<file path="config.mk">
export PLATFORM = sky130hd
export DESIGN_NAME = dsp_decode_stage
export DESIGN_NICKNAME = d
export VERILOG_FILES = /design/src/rtl/dsp_decode_stage_pkg.sv /design/src/rtl/dsp_scoreboard.sv /design/src/rtl/dsp_decode_stage.sv
export SDC_FILE = /design/constraint.sdc
export NUM_CORES = 1
export LEC_CHECK = 0
export ABC_CLOCK_PERIOD_IN_PS = 8700
export CORE_ASPECT_RATIO = 1.2
export CORE_UTILIZATION = 57
export DETAILED_ROUTE_END_ITERATION = 6
export PLACE_DENSITY = 0.95
export SYNTH_ARGS = -nofsm -noshare
export SYNTH_HDL_FRONTEND = slang
export SYNTH_SLANG_ARGS = --single-unit
export TNS_END_PERCENT = 10
</file>
<file path="constraint.sdc">
create_clock -name clk -period 8.7 [get_ports clk]
set_input_delay 0.87 -clock clk [delete_from_list [all_inputs] [get_ports clk]]
set_output_delay 0.87 -clock clk [all_outputs]
set_load 0.02 [all_outputs]
</file>
<file path="src/rtl/dsp_decode_stage_pkg.sv">
// Shared opcode, field and control-code definitions for the DSP decode stage.
package dsp_decode_stage_pkg;

  localparam logic TRUE  = 1'b1;
  localparam logic FALSE = 1'b0;

  localparam int OPC_W    = 6;
  localparam int S1_LSB   = 21;
  localparam int S2_LSB   = 16;
  localparam int DEST_LSB = 11;

  localparam logic [5:0] OP_ADD    = 6'h00;
  localparam logic [5:0] OP_ADD_I  = 6'h01;
  localparam logic [5:0] OP_IADD   = 6'h02;
  localparam logic [5:0] OP_IADD_I = 6'h03;
  localparam logic [5:0] OP_SUB    = 6'h04;
  localparam logic [5:0] OP_SUB_I  = 6'h05;
  localparam logic [5:0] OP_ISUB   = 6'h06;
  localparam logic [5:0] OP_ISUB_I = 6'h07;
  localparam logic [5:0] OP_MUL    = 6'h08;
  localparam logic [5:0] OP_MUL_I  = 6'h09;
  localparam logic [5:0] OP_IMUL   = 6'h0A;
  localparam logic [5:0] OP_IMUL_I = 6'h0B;
  localparam logic [5:0] OP_SQR    = 6'h0C;
  localparam logic [5:0] OP_MAC    = 6'h0D;
  localparam logic [5:0] OP_AND    = 6'h10;
  localparam logic [5:0] OP_AND_I  = 6'h11;
  localparam logic [5:0] OP_OR     = 6'h12;
  localparam logic [5:0] OP_OR_I   = 6'h13;
  localparam logic [5:0] OP_XOR    = 6'h14;
  localparam logic [5:0] OP_XOR_I  = 6'h15;
  localparam logic [5:0] OP_SHLA   = 6'h16;
  localparam logic [5:0] OP_SHRA   = 6'h17;
  localparam logic [5:0] OP_SHLL   = 6'h18;
  localparam logic [5:0] OP_SHRL   = 6'h19;
  localparam logic [5:0] OP_ROL    = 6'h1A;
  localparam logic [5:0] OP_ROR    = 6'h1B;
  localparam logic [5:0] OP_JMP    = 6'h20;
  localparam logic [5:0] OP_BEZ    = 6'h21;
  localparam logic [5:0] OP_BNEZ   = 6'h22;
  localparam logic [5:0] OP_BEQ    = 6'h23;
  localparam logic [5:0] OP_PUSH   = 6'h30;
  localparam logic [5:0] OP_POP    = 6'h31;
  localparam logic [5:0] OP_LD     = 6'h32;
  localparam logic [5:0] OP_ST     = 6'h33;
  localparam logic [5:0] OP_LD_IMM = 6'h34;

  typedef enum logic [7:0] {
    ALU_NOP    = 8'h00,
    ALU_ADD    = 8'h01, ALU_ADD_I  = 8'h02, ALU_IADD   = 8'h03, ALU_IADD_I = 8'h04,
    ALU_SUB    = 8'h05, ALU_SUB_I  = 8'h06, ALU_ISUB   = 8'h07, ALU_ISUB_I = 8'h08,
    ALU_MUL    = 8'h09, ALU_MUL_I  = 8'h0A, ALU_IMUL   = 8'h0B, ALU_IMUL_I = 8'h0C,
    ALU_SQR    = 8'h0D, ALU_MAC    = 8'h0E,
    ALU_AND    = 8'h10, ALU_AND_I  = 8'h11, ALU_OR     = 8'h12, ALU_OR_I   = 8'h13,
    ALU_XOR    = 8'h14, ALU_XOR_I  = 8'h15, ALU_SHLA   = 8'h16, ALU_SHRA   = 8'h17,
    ALU_SHLL   = 8'h18, ALU_SHRL   = 8'h19, ALU_ROL    = 8'h1A, ALU_ROR    = 8'h1B
  } alu_mode_e;

  typedef enum logic [2:0] {
    MEM_NONE = 3'd0, MEM_PUSH = 3'd1, MEM_POP = 3'd2,
    MEM_LD   = 3'd3, MEM_ST   = 3'd4, MEM_LD_IMM = 3'd5
  } mem_mode_e;

  typedef enum logic [2:0] {
    FLOW_NONE = 3'd0, FLOW_JMP = 3'd1, FLOW_BEZ = 3'd2,
    FLOW_BNEZ = 3'd3, FLOW_BEQ = 3'd4
  } flow_mode_e;

endpackage

</file>
<file path="src/rtl/dsp_scoreboard.sv">
// Register busy-bit scoreboard: one set port (issue), one clear port (writeback),
// two combinational lookup ports plus the full busy vector.
module dsp_scoreboard #(
  parameter int REG_ADDR_W = 5
) (
  input  logic                    clk,
  input  logic                    rst,
  input  logic                    set_en,
  input  logic [REG_ADDR_W-1:0]   set_reg,
  input  logic                    clr_en,
  input  logic [REG_ADDR_W-1:0]   clr_reg,
  input  logic [REG_ADDR_W-1:0]   rd_a_reg,
  output logic                    rd_a_busy,
  input  logic [REG_ADDR_W-1:0]   rd_b_reg,
  output logic                    rd_b_busy,
  output logic [2**REG_ADDR_W-1:0] busy
);

  localparam int NUM_REGS = 2**REG_ADDR_W;

  logic [NUM_REGS-1:0] busy_q, busy_d;

  // Set is applied after clear so an issue wins over a same-cycle writeback.
  always_comb begin
    busy_d = busy_q;
    if (clr_en) busy_d[clr_reg] = 1'b0;
    if (set_en) busy_d[set_reg] = 1'b1;
  end

  always_ff @(posedge clk or posedge rst) begin
    if (rst) busy_q <= '0;
    else     busy_q <= busy_d;
  end

  assign rd_a_busy = busy_q[rd_a_reg];
  assign rd_b_busy = busy_q[rd_b_reg];
  assign busy      = busy_q;

endmodule

</file>
<file path="src/rtl/dsp_decode_stage.sv">
// Registered, handshaked decode stage with RAW/WAW scoreboard stall.
// Optional DSP_DECODE_TRAP_EN adds a sticky trap output that halts issue on illegal words.
module dsp_decode_stage import dsp_decode_stage_pkg::*; #(
  parameter int INST_W     = 32,
  parameter int REG_ADDR_W = 5,
  parameter int MEM_ADDR_W = 16,
  parameter int CNT_W      = 16
) (
  input  logic                  clk,
  input  logic                  rst,
  input  logic                  flush,
  input  logic                  in_valid,
  output logic                  in_ready,
  input  logic [INST_W-1:0]     in_inst,
  output logic                  out_valid,
  input  logic                  out_ready,
  output logic [7:0]            out_alu_mode,
  output logic                  out_r_w,
  output logic [2:0]            out_mem_mode,
  output logic [2:0]            out_flow_mode,
  output logic [REG_ADDR_W-1:0] out_reg_s1,
  output logic [REG_ADDR_W-1:0] out_reg_s2,
  output logic [REG_ADDR_W-1:0] out_reg_dest,
  output logic [MEM_ADDR_W-1:0] out_address,
  output logic                  out_illegal,
  input  logic                  wb_valid,
  input  logic [REG_ADDR_W-1:0] wb_reg,
  output logic [CNT_W-1:0]      cnt_issued,
  output logic [CNT_W-1:0]      cnt_illegal
`ifdef DSP_DECODE_TRAP_EN
  ,
  output logic                  trap
`endif
);

  localparam int NUM_REGS = 2**REG_ADDR_W;

  logic [OPC_W-1:0]      op;
  alu_mode_e             alu;
  mem_mode_e             mem;
  flow_mode_e            flow;
  logic                  imm, is_alu, illegal, use_s1, use_s2, r_w, wr, rtype;
  logic [REG_ADDR_W-1:0] s1, s2, dest;

  always_comb begin
    op   = in_inst[INST_W-1 -: OPC_W];
    alu  = ALU_NOP;
    mem  = MEM_NONE;
    flow = FLOW_NONE;
    imm  = FALSE;
    case (op)
      OP_ADD:    alu = ALU_ADD;
      OP_ADD_I:  begin alu = ALU_ADD_I;  imm = TRUE; end
      OP_IADD:   alu = ALU_IADD;
      OP_IADD_I: begin alu = ALU_IADD_I; imm = TRUE; end
      OP_SUB:    alu = ALU_SUB;
      OP_SUB_I:  begin alu = ALU_SUB_I;  imm = TRUE; end
      OP_ISUB:   alu = ALU_ISUB;
      OP_ISUB_I: begin alu = ALU_ISUB_I; imm = TRUE; end
      OP_MUL:    alu = ALU_MUL;
      OP_MUL_I:  begin alu = ALU_MUL_I;  imm = TRUE; end
      OP_IMUL:   alu = ALU_IMUL;
      OP_IMUL_I: begin alu = ALU_IMUL_I; imm = TRUE; end
      OP_SQR:    alu = ALU_SQR;
      OP_MAC:    alu = ALU_MAC;
      OP_AND:    alu = ALU_AND;
      OP_AND_I:  begin alu = ALU_AND_I;  imm = TRUE; end
      OP_OR:     alu = ALU_OR;
      OP_OR_I:   begin alu = ALU_OR_I;   imm = TRUE; end
      OP_XOR:    alu = ALU_XOR;
      OP_XOR_I:  begin alu = ALU_XOR_I;  imm = TRUE; end
      OP_SHLA:   alu = ALU_SHLA;
      OP_SHRA:   alu = ALU_SHRA;
      OP_SHLL:   alu = ALU_SHLL;
      OP_SHRL:   alu = ALU_SHRL;
      OP_ROL:    alu = ALU_ROL;
      OP_ROR:    alu = ALU_ROR;
      OP_JMP:    flow = FLOW_JMP;
      OP_BEZ:    flow = FLOW_BEZ;
      OP_BNEZ:   flow = FLOW_BNEZ;
      OP_BEQ:    flow = FLOW_BEQ;
      OP_PUSH:   mem = MEM_PUSH;
      OP_POP:    mem = MEM_POP;
      OP_LD:     mem = MEM_LD;
      OP_ST:     mem = MEM_ST;
      OP_LD_IMM: mem = MEM_LD_IMM;
      default:   ;
    endcase

    is_alu  = (alu != ALU_NOP);
    illegal = !is_alu && (flow == FLOW_NONE) && (mem == MEM_NONE);
    r_w     = is_alu;
    wr      = is_alu || (mem == MEM_LD) || (mem == MEM_POP) || (mem == MEM_LD_IMM);
    rtype   = is_alu || (mem == MEM_LD) || (mem == MEM_LD_IMM);
    use_s1  = !illegal && (flow != FLOW_JMP) && (mem != MEM_POP) && (mem != MEM_LD_IMM);
    use_s2  = (is_alu && !imm) || (flow == FLOW_BEQ) || (mem == MEM_ST) || (mem == MEM_PUSH);
    s1      = in_inst[S1_LSB +: REG_ADDR_W];
    s2      = in_inst[S2_LSB +: REG_ADDR_W];
    dest    = rtype ? in_inst[DEST_LSB +: REG_ADDR_W] : s2;
  end

  logic                  out_valid_q, out_valid_d;
  logic [7:0]            out_alu_mode_q, out_alu_mode_d;
  logic                  out_r_w_q, out_r_w_d;
  logic                  out_wr_q, out_wr_d;
  logic [2:0]            out_mem_mode_q, out_mem_mode_d;
  logic [2:0]            out_flow_mode_q, out_flow_mode_d;
  logic [REG_ADDR_W-1:0] out_reg_s1_q, out_reg_s1_d;
  logic [REG_ADDR_W-1:0] out_reg_s2_q, out_reg_s2_d;
  logic [REG_ADDR_W-1:0] out_reg_dest_q, out_reg_dest_d;
  logic [MEM_ADDR_W-1:0] out_address_q, out_address_d;
  logic                  out_illegal_q, out_illegal_d;
  logic [CNT_W-1:0]      cnt_issued_q, cnt_issued_d;
  logic [CNT_W-1:0]      cnt_illegal_q, cnt_illegal_d;
  logic                  trap_q, trap_d;

  logic                  busy_s1, busy_s2;
  logic [NUM_REGS-1:0]   busy_vec;
  logic                  issue, accept, hazard;
  logic                  held_s1, held_s2, held_dest;

  assign issue = out_valid_q && out_ready && !flush;

  dsp_scoreboard #(.REG_ADDR_W(REG_ADDR_W)) u_scoreboard (
    .clk       (clk),
    .rst       (rst),
    .set_en    (issue && out_wr_q),
    .set_reg   (out_reg_dest_q),
    .clr_en    (wb_valid),
    .clr_reg   (wb_reg),
    .rd_a_reg  (s1),
    .rd_a_busy (busy_s1),
    .rd_b_reg  (s2),
    .rd_b_busy (busy_s2),
    .busy      (busy_vec)
  );

  // The held op has not reached the scoreboard yet, so compare against its dest directly.
  always_comb begin
    held_s1   = out_valid_q && out_wr_q && (out_reg_dest_q == s1);
    held_s2   = out_valid_q && out_wr_q && (out_reg_dest_q == s2);
    held_dest = out_valid_q && out_wr_q && (out_reg_dest_q == dest);
    hazard    = (use_s1 && (busy_s1 || held_s1)) ||
                (use_s2 && (busy_s2 || held_s2)) ||
                (wr && (busy_vec[dest] || held_dest));
    in_ready  = !rst && !flush && !hazard && (!out_valid_q || out_ready);
`ifdef DSP_DECODE_TRAP_EN
    in_ready  = in_ready && !trap_q;
`endif
    accept    = in_valid && in_ready;
  end

  always_comb begin
    out_valid_d     = out_valid_q;
    out_alu_mode_d  = out_alu_mode_q;
    out_r_w_d       = out_r_w_q;
    out_wr_d        = out_wr_q;
    out_mem_mode_d  = out_mem_mode_q;
    out_flow_mode_d = out_flow_mode_q;
    out_reg_s1_d    = out_reg_s1_q;
    out_reg_s2_d    = out_reg_s2_q;
    out_reg_dest_d  = out_reg_dest_q;
    out_address_d   = out_address_q;
    out_illegal_d   = out_illegal_q;
    cnt_issued_d    = cnt_issued_q;
    cnt_illegal_d   = cnt_illegal_q;
    trap_d          = trap_q;

    if (accept) begin
      out_valid_d     = TRUE;
      out_alu_mode_d  = alu;
      out_r_w_d       = r_w;
      out_wr_d        = wr;
      out_mem_mode_d  = mem;
      out_flow_mode_d = flow;
      out_reg_s1_d    = s1;
      out_reg_s2_d    = s2;
      out_reg_dest_d  = dest;
      out_address_d   = in_inst[MEM_ADDR_W-1:0];
      out_illegal_d   = illegal;
    end else if (flush || out_ready) begin
      out_valid_d = FALSE;
    end

    if (issue) begin
      if (cnt_issued_q != '1) cnt_issued_d = cnt_issued_q + CNT_W'(1);
      if (out_illegal_q && (cnt_illegal_q != '1)) cnt_illegal_d = cnt_illegal_q + CNT_W'(1);
    end

    if (flush)                       trap_d = FALSE;
    else if (issue && out_illegal_q) trap_d = TRUE;
  end

  always_ff @(posedge clk or posedge rst) begin
    if (rst) begin
      out_valid_q     <= 1'b0;
      out_alu_mode_q  <= '0;
      out_r_w_q       <= 1'b0;
      out_wr_q        <= 1'b0;
      out_mem_mode_q  <= '0;
      out_flow_mode_q <= '0;
      out_reg_s1_q    <= '0;
      out_reg_s2_q    <= '0;
      out_reg_dest_q  <= '0;
      out_address_q   <= '0;
      out_illegal_q   <= 1'b0;
      cnt_issued_q    <= '0;
      cnt_illegal_q   <= '0;
      trap_q          <= 1'b0;
    end else begin
      out_valid_q     <= out_valid_d;
      out_alu_mode_q  <= out_alu_mode_d;
      out_r_w_q       <= out_r_w_d;
      out_wr_q        <= out_wr_d;
      out_mem_mode_q  <= out_mem_mode_d;
      out_flow_mode_q <= out_flow_mode_d;
      out_reg_s1_q    <= out_reg_s1_d;
      out_reg_s2_q    <= out_reg_s2_d;
      out_reg_dest_q  <= out_reg_dest_d;
      out_address_q   <= out_address_d;
      out_illegal_q   <= out_illegal_d;
      cnt_issued_q    <= cnt_issued_d;
      cnt_illegal_q   <= cnt_illegal_d;
      trap_q          <= trap_d;
    end
  end

  assign out_valid     = out_valid_q;
  assign out_alu_mode  = out_alu_mode_q;
  assign out_r_w       = out_r_w_q;
  assign out_mem_mode  = out_mem_mode_q;
  assign out_flow_mode = out_flow_mode_q;
  assign out_reg_s1    = out_reg_s1_q;
  assign out_reg_s2    = out_reg_s2_q;
  assign out_reg_dest  = out_reg_dest_q;
  assign out_address   = out_address_q;
  assign out_illegal   = out_illegal_q;
  assign cnt_issued    = cnt_issued_q;
  assign cnt_illegal   = cnt_illegal_q;
`ifdef DSP_DECODE_TRAP_EN
  assign trap          = trap_q;
`else
  logic unused_trap;
  assign unused_trap   = trap_q;
`endif

endmodule

</file>
Word-level counts from Yosys, hierarchy flattened
Index checks and enable logic that the tools add are counted.
- add/sub/neg operators: 2
- order comparisons: 7
- equality and inequality tests: 48
- muxes and demuxes: 19
- bitwise logic cells: 3
- reduce and logical (&&, ||, !) cells: 52
- operators with widths (kind ; count):
    5-bit case mux with 26 select lines ; 1
    6-bit by 5-bit == test with 1-bit output (second input constant) ; 12
    32-bit two-way mux ; 2
    6-bit == test (second input constant) ; 9
    6-bit by 4-bit == test with 1-bit output (second input constant) ; 6
    16-bit by 1-bit adder with 16-bit output (second input constant) ; 2
    32-bit bitwise AND ; 1
    16-bit inequality test (second input constant) ; 2
    32-bit NOT ; 1
    32-bit bitwise OR ; 1
    5-bit by 6-bit less-than comparator with 1-bit output (second input constant) ; 5
    6-bit by 3-bit == test with 1-bit output (second input constant) ; 4
    1-bit logical AND ; 23
    1-bit binary-select mux with 5-bit select ; 3
    5-bit == test ; 3
    3-bit case mux with 5 select lines ; 1
    1-bit logical OR ; 14
    6-bit by 2-bit == test with 1-bit output (second input constant) ; 2
    3-bit case mux with 4 select lines ; 1
    1-bit demux with 5-bit select ; 2
    5-bit by 1-bit greater-or-equal comparator with 1-bit output (second input constant) ; 2
    3-bit == test (second input constant) ; 3
    9-bit OR reduction ; 1
    1-bit two-way mux ; 8
    other kinds (13) ; 22
- register bits: 113
- input bits: 43
- output and inout port bits: 81
- word-level logic and storage cells: 145

Depth between registers and ports, before layout
- depth in word-level cells: 18
- gate-level depth with buffers: 14

Hierarchy
A second synthesis with hierarchy kept.
- cells, all modules: 635
- area, all modules: 6487.5 µm²
- by module, submodules not included (module ; instances ; cells an instance ; area each (µm²) ; seq. area each (µm²)):
    dsp_decode_stage ; 1 ; 426 ; 4530.6 ; 1951.9
    dsp_scoreboard ; 1 ; 209 ; 1956.9 ; 800.8

Worst setup path after synthesis
OpenSTA, ideal clock, no wires.
- path kind: in2out
- start point: in in_inst[26]
- end point: out in_ready
- arrival: 3.120 ns
- required time: 7.830 ns
- setup slack: 4.710 ns
- cell stages on the path: 12
- buffers on the path: 3
- cell sequence: buf_4 -> and4bb_1 -> o21ba_1 -> buf_4 -> o21ai_4 -> and2_1 -> buf_6 -> mux2_4 -> a211oi_2 -> and4bb_1 -> o31ai_1 -> a21oi_1
- word-level cells in the longest chain between the ends: 16
- elaborated cells between the ends (all ways): 82
- classes of those cells: eq/ne: 44; mux: 7; reduce/logical: 31
- RTL lines (element ; line ; RTL):
    start: declaration ; dsp_decode_stage.sv:14 ; input logic [INST_W-1:0] in_inst,
    parallel branches: the longest is 12 deep, another holds 5-bit case mux with 26 select lines ; - ;
    1-bit logical OR (*) ; dsp_decode_stage.sv:144 ; (use_s2 && (busy_s2 || held_s2)) ||
    1-bit logical NOT (*) ; dsp_decode_stage.sv:146 ; in_ready = !rst && !flush && !hazard && (!out_valid_q || out_ready);
    1-bit logical AND (*) (2 in a row) ; dsp_decode_stage.sv:146 ;
    end: declaration ; dsp_decode_stage.sv:13 ; output logic in_ready,
Mark *: on every way between the ends. The select of a mux whose other input is x is not followed.

Worst setup path after layout
- start point: in in_inst[28]
- end point: out in_ready
The elaborated chain is that of the path after synthesis.

==> results.cfg <==
[sta]
fmax_mhz = 177
min_period_ns = 5.63
rsz0062_at_grt = false
slew_viol_final = 0
max_slew_margin = 0.236
post-route-period-util = 0.648
tns_ns = 0
setup_viol = 0
finalClockSkew_ns = 0.0115
tightest_slew_ns = 1.14
timing.hold.ws_ns = 0.489
hold_viol = 0

[pwr]
p_seq_frac = 0.416
peakVddDrop_v = 0.000110
p_int_uw = 1100
p_sw_frac = 0.360
p_clk_frac = 0.250
netSwitchingPower_uw = 615
power_frac_comb = 0.334
p_leak_uw = 0.00334
total_power_uw = 1710
power_density_nw_per_um2 = 210

[critical_path]
critPathMostFrequentCell = clkdlybuf4s50_1
crit_type = in -> out
crit_chain = clkdlybuf4s50_1 > and4bb_4 > o21ai_4 > nand3_1 > and2_1 > mux2_4 > a211oi_2 > and4bb_1 > o31ai_1 > a21oi_1 > clkdlybuf4s50_1
cp-end-kind = output pin
critical_path_required_ns = 7.83
r2r_slack_ns = 5.13
cp_max_fo = 23
timing.rr.end = out_address[15]
slowest_stage = clkdlybuf4s50_1
worstPathArrival_ns = 4.76
start_kind = input port
r2r-start = u_scoreboard.busy[31]
cp_slowest_stage_delay_ns = 0.93
r2r_cells = 8

[placed_design]
hpwl_um = 13100
dpl.cell_count = 868
routabilityCongestion = 1.02
port_buffers = 120

[synthesis]
async_reset_ff_frac = 1.00
synth_ff_type = dfrtp_1
seq_area_frac_synth = 0.412
ys_warn_count = 0
syn_area_per_cell_sq_um = 10.5
synth_edf_count = 0
synthDistinctLibCells = 78
synth-seq-cells = 110
syn_inst = 634
netlist_area_sq_um = 6690

[global_route]
antenna_found_initial = 0
grt_max_degree = 66
grt_overflow = 0
grt_pass1_wl_um = 29100
grt_pass1_vias = 5662
grt_use_total = 0.312

[clock_network]
h-tree-depth = 3
post_cts_buffers = 0
clock_sinks = 110
cts_hold_buf = 0
clock_latency_ns = 0.36
cts.clk_slew.worst_paths_ns = 0.08
cts.repair.resized = 0
cts_root_buffer = clkbuf_16
clk_path_buf_depth = 2
cts_buffers = 9
cts_tree = done

[floorplan]
initial_core_util = 0.595
core_sq_um = 11200
io_pins = 124
num_rows = 42
die_y_um = 121
dieArea_sq_um = 12200
die_x_um = 101

[worst_hold_path]
holdPathEnd = cnt_issued[9]
min_from = cnt_issued[9]
min_path_type = reg -> reg
min_delay_path_depth = 1

[routing]
drc_errors = 6
first_pass_iters = 7
totalWireLength_um = 18400
vias = 5702
topRoutingLayerUsed = met4
final_antenna_net_count = 0
viasPerCell = 6.45
drt_iter0_markers = 624
dr_wl_met3_um = 1370
wl_met1_um = 6740
wire_per_inst_um = 20.8
routed-wl-met2_um = 9640

[status]
violations = DRC
status = finished, violations left

[finish]
nets = 770
layout_commonest_cell = clkdlybuf4s50_1
final_cells = 884
syn_to_final_growth_pct = 21.6
final_cell_mix = clkdlybuf4s50_1, dfrtp_1, o21ai_0
drive_above_1_share = 0.133
n_antenna_cell = 0

[flow_run]
max_cap_violations = 0
-- power groups by stage --
stage | Combinational (uW) | Clock, uW | Sequential, uW
detailed placement | 564 | 0 | 713
finish | 571 | 428 | 711
global placement | 547 | 0 | 704
floorplan | 282 | 0 | 753
global route | 608 | 448 | 719
CTS | 570 | 432 | 707
-- cells in the mapped netlist, types with 5 or more instances --
library cell	n	share of area
nor3_1	5	0.0037
nand3b_1	8	0.0090
dfrtp_1	110	0.41
nand2b_1	7	0.0065
or3_1	7	0.0065
a211oi_1	9	0.010
o22ai_1	7	0.0065
mux4_2	18	0.061
nand3_1	21	0.016
mux2i_1	18	0.027
mux2_2	9	0.015
nand4_1	14	0.013
mux2_4	32	0.072
buf_4	8	0.0090
xor2_1	20	0.026
nor2_1	28	0.016
a21oi_1	17	0.013
o21ai_0	73	0.055
clkbuf_1	21	0.012
nand2_1	53	0.030
xnor2_1	24	0.031
inv_1	23	0.013
a31oi_1	8	0.0075
-- worst max-delay path by stage --
stage / depth (start not counted) / endpoint / slack [ns] / from
global placement: 11 / in_ready / 3.23 / in_inst[28]
CTS: 11 / in_ready / 3.11 / in_inst[28]
detailed placement: 11 / in_ready / 3.13 / in_inst[28]
global route: 11 / in_ready / 2.87 / in_inst[28]
floorplan: 12 / in_ready / 4.71 / in_inst[26]
finish: 11 / in_ready / 3.07 / in_inst[28]
-- per-stage QoR --
stage	instance area [sq um]	util	setup WS, ns
6_report	8130	0.723	3.07
2_1_floorplan	6700	-	4.71
4_1_cts	8130	0.723	3.11
5_1_grt	8130	0.723	2.87
3_5_place_dp	7810	0.695	3.13
3_3_place_gp	7810	0.695	3.23
-- logic make-up after synthesis --
family | share of synthesized area
AND/OR/NAND/NOR | 0.134
AO/OA/AOI/OAI | 0.162
flip-flops | 0.412
multiplexers | 0.175
buffers and inverters | 0.0558
XOR/XNOR | 0.0576
adder cells (fa/ha/maj) | 0.00374
other | 0.000561
-- sequential cells by signal, summed over array words and instances, names as in the netlist --
register           cells
out_mem_mode           3
u_scoreboard.busy     32
cnt_issued            16
out_alu_mode           5
out_reg_s2             5
out_wr_q               1
out_flow_mode          3
out_valid              1
out_address           16
out_reg_dest           5
out_reg_s1             5
out_r_w                1
out_illegal            1
cnt_illegal           16
-- routing by layer --
metal	GRT usage	vias up
li1	-	2512
met4	0.153	0
met2	0.535	328
met3	0.0491	60
met5	0	-
met1	0.379	2802
-- worst max-delay path, delay by kind of cell --
| family | cells | cell delay [ns] |
|---|---|---|
| buffers and inverters | 2 | 1.57 |
| AND/OR/NAND/NOR | 4 | 1.26 |
| multiplexers | 1 | 0.33 |
| AO/OA/AOI/OAI | 4 | 0.73 |
-- final cells by class --
class	count	area [sq um]
inverters	23	88.8
clock inverters	7	96.3
multi-input cells	460	3570
flip-flops and latches	110	2750
repair buffers	121	1210
fillers	811	3110
well taps	154	193
clock buffers	9	225
(Power assumes the default switching activity.)
==> RTL change, RTL diff (config.mk and constraints unchanged) <==
Make the reset (`rst`) synchronous in 2 clocked blocks.
--- a/src/rtl/dsp_scoreboard.sv
+++ b/src/rtl/dsp_scoreboard.sv
@@ -27,7 +27,7 @@
     if (set_en) busy_d[set_reg] = 1'b1;
   end
 
-  always_ff @(posedge clk or posedge rst) begin
+  always_ff @(posedge clk) begin
     if (rst) busy_q <= '0;
     else     busy_q <= busy_d;
   end
--- a/src/rtl/dsp_decode_stage.sv
+++ b/src/rtl/dsp_decode_stage.sv
@@ -191,7 +191,7 @@
     else if (issue && out_illegal_q) trap_d = TRUE;
   end
 
-  always_ff @(posedge clk or posedge rst) begin
+  always_ff @(posedge clk) begin
     if (rst) begin
       out_valid_q     <= 1'b0;
       out_alu_mode_q  <= '0;
Behaviour: differs if rst is asserted again (counterexample within 4 cycles, from zero or initial values and one cycle with rst high); with rst held inactive, the same outputs for 4 cycles.
==> RTL change against the original RTL <==
- design area about the same
- area after synthesis about the same
- sequential cell count is the same
- worst setup slack lost 0.63 ns
- non-clock buffer count increased by 3
- wire length rose by 0.97%
- sequential share of layout area is 6.8 points lower
- global-route usage down 0.39 points
- via count rose by 11%
Power is not compared: it rests on default switching activity, and its combinational part moved more than twofold at a synthesized area within 25%.
==> RTL change: results (changes against the original RTL) <==
Setup path:
- The largest stage delay on the critical path is 0.91 ns (-0.02 ns).
- The critical path's slowest cell is clkdlybuf4s50_1.
- The depth of the most critical reg-to-reg path was 9 (+1).
- The largest driver fanout on the critical path was 22 (-4.3%).
- The data arrival time of the critical path is 5.39 ns (+0.63 ns).
- The largest delay contributor family on the critical path is simple AND/OR/NAND/NOR gates.
- The worst reg2reg path endpoint is out_reg_s2[0].
- The worst register-to-register path begins at out_reg_dest[4].
- The slack of the worst reg-to-reg path is 5.46 ns (+0.33 ns).

Clock tree:
- The cell at the root of the clock tree is clkbuf_16.
- The clock tree buffer depth was 2 (unchanged).
- The level count of the clock H-tree came to 3 (unchanged).
- Clock-pin slew was measured on the worst setup and hold paths at approximately 0.07 ns.
- The count of buffers added by post-CTS timing repair for setup was 0 (unchanged).
- The clock latency of the later-clocked register in the worst-skew pair is about 0.35 ns.
- The TritonCTS buffer count is 9 (unchanged).
- The post-cts sizing count is 0 (unchanged).

Routing:
- The total length of routed wires is 18600 um (+0.97%).
- The routed wirelength normalized by instance count is 18.4 um (-12%).
- The detailed router's first-iteration violation count is 664 (+6.4%).
- The via-per-instance ratio is 6.27 (-2.9%).
- The number of iterations in the first detailed-routing pass is 6 (-1).

Synth:
- The average cell area after synthesis is 8.66 sq um (-18%).
- The share of the yosys chip area belonging to registers is 32.9% (-8.2 points).
- The fraction of registers with async set/reset is 0% (-100 points).
- The area share of the largest cell type after synthesis came to 32.9% (-8.2 points).
- The number of warnings reported in the yosys synthesis log was 0 (unchanged).
- By count the netlist is led by 110 x dfxtp_1, 88 x nand2_1, 67 x a21oi_1.
- The number of different library cells in the post-synthesis netlist was 69 (-12%).
- Yosys attributes the largest share of cell area to dfxtp_1 33%, mux4_2 7.1%, mux2_4 5.4%, a21oi_1 5.0%, nand2_1 4.9%.

Cells and area:
- The antenna diode instance count is 0 (unchanged).
- The ratio of cells with drive above 1 in the final layout is 9.46% (-3.8 points).
- The flip-flop count of the largest register, all copies and words added is 32 (unchanged).
- The net count reported at finish was 896 (+16%).

Worst hold path:
- The cell depth of the worst min-delay path is 2 (+1).
- The worst hold path begins at out_alu_mode[4].
- The tightest min-delay check is of the reg -> reg type.
- The worst hold path endpoint is out_alu_mode[4].

Pwr:
- Of the total power, the share spent switching nets is a little over a quarter.
- The static leakage is about 2.9 nW.
- The worst supply voltage drop on vdd is around 0.000085 V.

Timing:
- The post-route worst hold slack was 0.477 ns (-0.0120 ns).
- The number of hold violations in the final report is 0 (unchanged).
- The worst clock skew is 0.00847 ns (-0.00300 ns).
- The transition time at the pin with the least slew margin is 0.860 ns (-0.283 ns).

Placed design:
- The count of input and output buffers is 120 (unchanged).
- The total instance count after detailed placement is 994 (+15%).
- The routability congestion estimate from global placement is 0.929 (-8.8%).
- The detailed placer's ending HPWL is 12900 um (-1.5%).

Global routing:
- The total track usage is 30.8% (-0.39 points).
- The maximum number of pins on one net before global-route repair is 60 (-9.1%).
- The initial antenna violation count came to 0 (unchanged).
- The first-pass GRT wire length is 29400 um (+0.80%).
- The via count of the first global-routing pass is 6004 (+6.0%).

Status:
- The run finished with clean final reports.
==> RTL change: power by group through the flow <==
stage	Sequential (W)	Clock, W	Combinational (W)
after floorplan	0.000542	0	0.000105
after global placement	0.000534	0	0.000172
after detailed placement	0.000534	0	0.000173
after CTS	0.000523	0.000431	0.000174
after global routing	0.000524	0.000450	0.000187
final	0.000523	0.000427	0.000177
==> RTL change: routing by layer <==
layer | share of wire [%] | vias up | GRT usage, %
li1 | - | 2933 | -
met1 | 38 | 2937 | 37.1
met2 | 49 | 375 | 51.2
met3 | 7.9 | 84 | 5.09
met4 | 4.8 | 0 | 18.2
met5 | 0 | - | 0
==> RTL change: layout make-up <==
| cell class | instances | area (sq um) |
|---|---|---|
| clock buffers | 11 | 253 |
| fillers | 851 | 3110 |
| repair buffers | 124 | 1230 |
| multi-input cells | 588 | 4130 |
| inverters | 18 | 67.6 |
| flip-flops and latches | 110 | 2200 |
| well taps | 154 | 193 |
| clock inverters | 5 | 56.3 |
==> RTL change: stage by stage <==
stage / area, sq um / total power, W / setup WS, ns / util, %
2_1_floorplan: 6700 / 0.000647 / 4.78 / -
3_3_place_gp: 7820 / 0.000705 / 2.63 / 69.6
3_5_place_dp: 7820 / 0.000707 / 2.59 / 69.6
4_1_cts: 8130 / 0.00113 / 2.56 / 72.3
5_1_grt: 8130 / 0.00116 / 2.19 / 72.3
6_report: 8130 / 0.00113 / 2.44 / 72.3
==> RTL change: kinds of logic (layout without fill, tap and decap cells) <==
group                    count (synthesis)  in the layout  synth area share [%]
AO/OA/AOI/OAI                          188            188                  17.6
AND/OR/NAND/NOR                        289            289                  22.5
flip-flops                             110            110                  32.9
other                                    1              3                0.0561
buffers and inverters                   76            158                  5.41
XOR/XNOR                                31             31                  4.06
adder cells (fa/ha/maj)                  3              3                 0.524
multiplexers                            74             74                  17.0
==> RTL change: how the worst max path moves through the flow <==
stage          cells past startpoint  slack [ns]        start  endpoint
2_1_floorplan                     12        4.78  in_inst[26]  in_ready
3_3_place_gp                      10        2.63  in_inst[28]  in_ready
3_5_place_dp                      10        2.59  in_inst[28]  in_ready
4_1_cts                           10        2.56  in_inst[28]  in_ready
5_1_grt                           10        2.19  in_inst[28]  in_ready
6_report                          10        2.44  in_inst[28]  in_ready
==> RTL change: worst reg2reg max path: cells and delay by family (launching register included) <==
kind	cells	cell delay, ns
flops	1	0.60
simple gates	2	0.44
compound gates	4	0.86
buf+inv	2	0.82
mux	1	0.39
